--- src/rtl/count_seq_monitor.sv ---
// Successor monitor for a 3-bit wrap counter: locks after LOCK_N correct steps, flags breaks while locked.
// Optional 7-segment decode of the last accepted sample is built when SEG_DECODE_EN is defined.
module count_seq_monitor #(
  parameter int LOCK_N = 3
) (
  input  logic       clk_1H,
  input  logic       reset,
  input  logic [2:0] seg_in4,
  input  logic       enable,
  output logic       locked,
  output logic       seq_err,
  output logic [3:0] err_cnt,
  output logic [7:0] lap_cnt,
  output logic [6:0] seg7
);

  typedef enum logic [1:0] {IDLE, TRACK, LOCKED} state_t;

  localparam logic [2:0] LOCK_W = 3'(LOCK_N);

  state_t     r_state, w_state_nxt;
  logic [2:0] r_prev, w_prev_nxt;
  logic [2:0] r_good_cnt, w_good_nxt;
  logic       r_locked;
  logic       r_seq_err, w_seq_err_nxt;
  logic [3:0] r_err_cnt, w_err_nxt;
  logic [7:0] r_lap_cnt, w_lap_nxt;
  logic [2:0] w_succ, w_good_inc;
  logic       w_match, w_wrap;

  assign w_succ     = r_prev + 3'd1;
  assign w_match    = (seg_in4 == w_succ);
  assign w_good_inc = r_good_cnt + 3'd1;
  assign w_wrap     = (r_prev == 3'd7) && (seg_in4 == 3'd0);

  always_ff @(posedge clk_1H or posedge reset) begin
    if (reset) begin
      r_state    <= IDLE;
      r_prev     <= 3'd0;
      r_good_cnt <= 3'd0;
      r_locked   <= 1'b0;
      r_seq_err  <= 1'b0;
      r_err_cnt  <= 4'd0;
      r_lap_cnt  <= 8'd0;
    end else begin
      r_state    <= w_state_nxt;
      r_prev     <= w_prev_nxt;
      r_good_cnt <= w_good_nxt;
      r_locked   <= (w_state_nxt == LOCKED);
      r_seq_err  <= w_seq_err_nxt;
      r_err_cnt  <= w_err_nxt;
      r_lap_cnt  <= w_lap_nxt;
    end
  end

  always_comb begin
    w_state_nxt   = r_state;
    w_prev_nxt    = r_prev;
    w_good_nxt    = r_good_cnt;
    w_seq_err_nxt = 1'b0;
    w_err_nxt     = r_err_cnt;
    w_lap_nxt     = r_lap_cnt;
    if (enable) begin
      // every accepted sample becomes the new reference, match or not
      w_prev_nxt = seg_in4;
      case (r_state)
        IDLE: begin
          w_good_nxt  = 3'd0;
          w_state_nxt = TRACK;
        end
        TRACK: begin
          if (w_match) begin
            w_good_nxt = w_good_inc;
            if (w_good_inc == LOCK_W) w_state_nxt = LOCKED;
          end else begin
            w_good_nxt = 3'd0;
          end
        end
        LOCKED: begin
          if (w_match) begin
            if (w_wrap) w_lap_nxt = r_lap_cnt + 8'd1;
          end else begin
            w_seq_err_nxt = 1'b1;
            if (r_err_cnt != 4'd15) w_err_nxt = r_err_cnt + 4'd1;
            w_good_nxt    = 3'd0;
            w_state_nxt   = TRACK;
          end
        end
        default: w_state_nxt = IDLE;
      endcase
    end
  end

  assign locked  = r_locked;
  assign seq_err = r_seq_err;
  assign err_cnt = r_err_cnt;
  assign lap_cnt = r_lap_cnt;

`ifdef SEG_DECODE_EN
  function automatic logic [6:0] seg_decode(input logic [2:0] d);
    case (d)
      3'd0:    seg_decode = 7'b0000001;
      3'd1:    seg_decode = 7'b1001111;
      3'd2:    seg_decode = 7'b0010010;
      3'd3:    seg_decode = 7'b0000110;
      3'd4:    seg_decode = 7'b1001100;
      3'd5:    seg_decode = 7'b0100100;
      3'd6:    seg_decode = 7'b0100000;
      default: seg_decode = 7'b0001111;
    endcase
  endfunction

  logic [6:0] r_seg7;

  always_ff @(posedge clk_1H or posedge reset) begin
    if (reset)       r_seg7 <= 7'b0000001;
    else if (enable) r_seg7 <= seg_decode(seg_in4);
  end

  assign seg7 = r_seg7;
`else
  assign seg7 = 7'b1111111;
`endif

endmodule

--- config.mk ---
export PLATFORM = sky130hd
export DESIGN_NAME = count_seq_monitor
export DESIGN_NICKNAME = d
export VERILOG_FILES = /design/src/rtl/count_seq_monitor.sv
export SDC_FILE = /design/constraint.sdc
export NUM_CORES = 1
export LEC_CHECK = 0
export ABC_AREA = 1
export BUFFER_PORTS_ARGS = -buffer_cell sky130_fd_sc_hd__buf_2
export CAP_MARGIN = 20
export CORE_UTILIZATION = 53
export CTS_CLUSTER_DIAMETER = 120
export DETAILED_ROUTE_END_ITERATION = 8
export PLACE_DENSITY = 0.76
export SYNTH_ARGS = -nofsm -noshare
export SYNTH_HDL_FRONTEND = slang
export SYNTH_SLANG_ARGS = --single-unit
--- constraint.sdc ---
create_clock -name clk_1H -period 1.9 [get_ports clk_1H]
set_input_delay 0.19 -clock clk_1H [delete_from_list [all_inputs] [get_ports clk_1H]]
set_output_delay 0.19 -clock clk_1H [all_outputs]
set_load 0.1 [all_outputs]
==> impl_results.md <==
- H-tree depth: 1
- Grt ovf: 0
- Synth Cell Area: between 0.001 and 0.0015 mm2
- Final setup violation count: 0
- Cell Count, Final, Fillers Out: 200
- Detailed Place HPWL: ~1.6 mm
- Most common cell after layout, fill and taps aside: nand2_1
- CP Class: reg -> reg
- Hold crit path type: in -> reg
- CORE AREA: 0.00223 mm2
- Clk_skew: around 6.0 ps
- Yosys reg bits: 22
- DR top layer: met4
- GRT Util Overall: 0.186
- Critical Path Sink Type: flip-flop
- Number of nets in the layout: 185
- Placed cells: about 190
- Fmax: approximately 580 MHz
- Initial Util: 0.564
- Reg2Reg Setup Slack: 170 ps
- Root buf cell: clkbuf_4
- Vias: 970
- Wire length on met1: ~990 um
- CP startpoint kind: flip-flop
- CP max-delay cell: dfrtp_1
- Total negative slack: 0 ps
- Post-CTS setup buffers: 0
- Unrepaired setup endpoints after global routing: no
- DR iter-0 viols: 14
- Worst-path cell chain: ha_2 > ha_4 > inv_1 > nand2_1 > nand2_2 > nand2_2 > nor2_4 > nand3_4 > inv_4 > nand2_1 > o21ai_2
- Routed WL: roughly 2.2 mm
- WHS Endpoint: r_prev[0]
- Vias in the first global route: slightly above 900
- Post-synthesis area per instance: between 8 and 9 um2
- CP peak stage delay: about 430 ps
- Initial antenna violation count: 0
- Reg-to-Reg Start: r_prev[0]
- Final Slew Violations: 0
- Met3 wire len: roughly 54 um
- Post-synth cell types: 23
- Die Span Y: approximately 51 um
- Final core utilization: 0.643
- CTS Buffer Depth: 2
- Hold path start: seg_in4[0]
- P&R area growth vs syn: 14.1%
- Die Wd: around 50 um
- Final Critical Period: about 1700 ps
- CTS sink cnt: 22
- Port-buffer cells: 19
- Most frequent cells in the layout: 39 x nand2_1, 22 x dfrtp_1, 19 x buf_2, 16 x inv_1, 9 x nand3_1
- DRC viols: 0
- Clock-pin slew on the worst setup and hold paths: approximately 120 ps
- Final Cycle Share: 0.910
- Die area: 0.00257 mm2
- Share of layout cells above drive strength 1: 0.244
- Pwr Density: approximately 990 mW/mm2
- WP data arrival: 1980 ps
- # rows: 17
- Global-route wire length before repair: between 3 and 4 mm
- Yosys warns: 0
- Number of diodes: 0
- Pin count of the biggest net entering global routing: 23
- CTS buffer count: 3
- Max IR drop VDD: between 900 and 1000 uV
- Post-DRT Antenna Nets: 0
- Hold path depth: 3
- Pleak: between 0.7 and 0.8 nW
- Worst r2r path cells: 11
- Critical path fanouts, max: 7
- Global placer's final weighted congestion: between 0.8 and 0.9
- Worst-Skew Late Latency: 310 ps
- Drt first pass iters: 4
- FILL cells: 213
- Register area share after synthesis: 0.437
- CTS tree: built
- FF-to-FF End: lap_cnt[1]
- Status: finished, final reports clean
- Via-per-instance ratio: roughly 4.9
- Met2 routed WL: ~1.1 mm
- Max-cap check violation count: 0
- Post-Syn Instances: around 150
- I/O Pins: 27
- WL per Instance: 10.8 um
- Worst EP required: approximately 2200 ps
- Final hold vios: 0
[flip-flops by register name (all words and copies together) (netlist names)]
register / count
err_cnt: 4
seq_err: 1
r_state: 2
r_good_cnt: 3
locked: 1
lap_cnt: 8
r_prev: 3
[power breakdown]
group	internal, W	total, W	switching, W	leakage, nW
sequential	0.000520	0.000574	0.0000546	0.286
clock	0.000117	0.000258	0.000141	0.0210
combinational	0.000102	0.000584	0.000482	0.453
[layout make-up]
type                       instances  area (um2)  share of cell area
clock buffer                       4        36.3              0.0253
inverter                          18        70.1              0.0488
timing repair buffer              21         113              0.0784
tap                               28        35.0              0.0244
multi-input combinational        107         632               0.440
sequential                        22         551               0.383
[cells in the mapped netlist (all sizes together)]
library cell	instances	area [um2]
buf	8	63.8
conb	1	3.75
dfrtp	22	551
ha	6	75.1
inv	18	70.1
nand2	43	171
nand3	13	82.6
nand4	2	12.5
nor2	11	56.3
nor3	2	10.0
o21ai	9	48.8
xnor2	8	70.1
xor2	5	43.8
[per-stage QoR]
| step | setup slack [ps] | total power [W] | hold slack, ps | area [um2] |
|---|---|---|---|---|
| after floorplan | 54.8 | 0.00108 | 179 | 1280 |
| after global placement | 194 | 0.00114 | 230 | 1360 |
| after detailed placement | 140 | 0.00116 | 248 | 1360 |
| after CTS | 115 | 0.00142 | 122 | 1400 |
| after global routing | 43.3 | 0.00148 | 144 | 1440 |
| final | 171 | 0.00142 | 127 | 1440 |
[worst max-delay path: cells and delay by family, from the launching register on]
family,cells,cell delay (ps)
flip-flops,1,430
AND/OR/NAND/NOR,6,620
buffers and inverters,2,160
adder cells (fa/ha/maj),2,410
AO/OA/AOI/OAI,1,50
[per-layer routing]
metal  up-vias  global-route usage
met5         -                   0
met4         0              0.0787
met3         4              0.0273
met2        16               0.342
met1       453               0.211
li1        497                   -
[logic make-up (layout without fill, tap and decap cells)]
kind of cell | count (synthesis) | in the layout | share of synthesized area
and+or+nand+nor | 71 | 72 | 0.264
buffers and inverters | 26 | 43 | 0.106
DFF | 22 | 22 | 0.437
xor gates and xnor gates | 13 | 13 | 0.0905
AOI/OAI and AO/OA | 9 | 9 | 0.0388
adders and majority gates | 6 | 6 | 0.0596
other | 1 | 7 | 0.00298
[worst max path at each step]
stage / from / to / slack (ps) / depth (start not counted)
2_1_floorplan: err_cnt[0] / err_cnt[3] / 50 / 5
3_3_place_gp: r_prev[0] / lap_cnt[1] / 190 / 11
3_5_place_dp: r_prev[0] / lap_cnt[1] / 140 / 11
4_1_cts: r_prev[0] / lap_cnt[1] / 110 / 11
5_1_grt: r_prev[0] / locked / 40 / 11
6_report: r_prev[0] / lap_cnt[1] / 170 / 11
[what timing repair did]
item	in CTS	in global routing
endpoints found under the setup margin	0	5
endpoints found under the hold margin	22	0
gates resized for setup	0	4
hold buffers	1	0
Power figures use the tool's default switching activity.
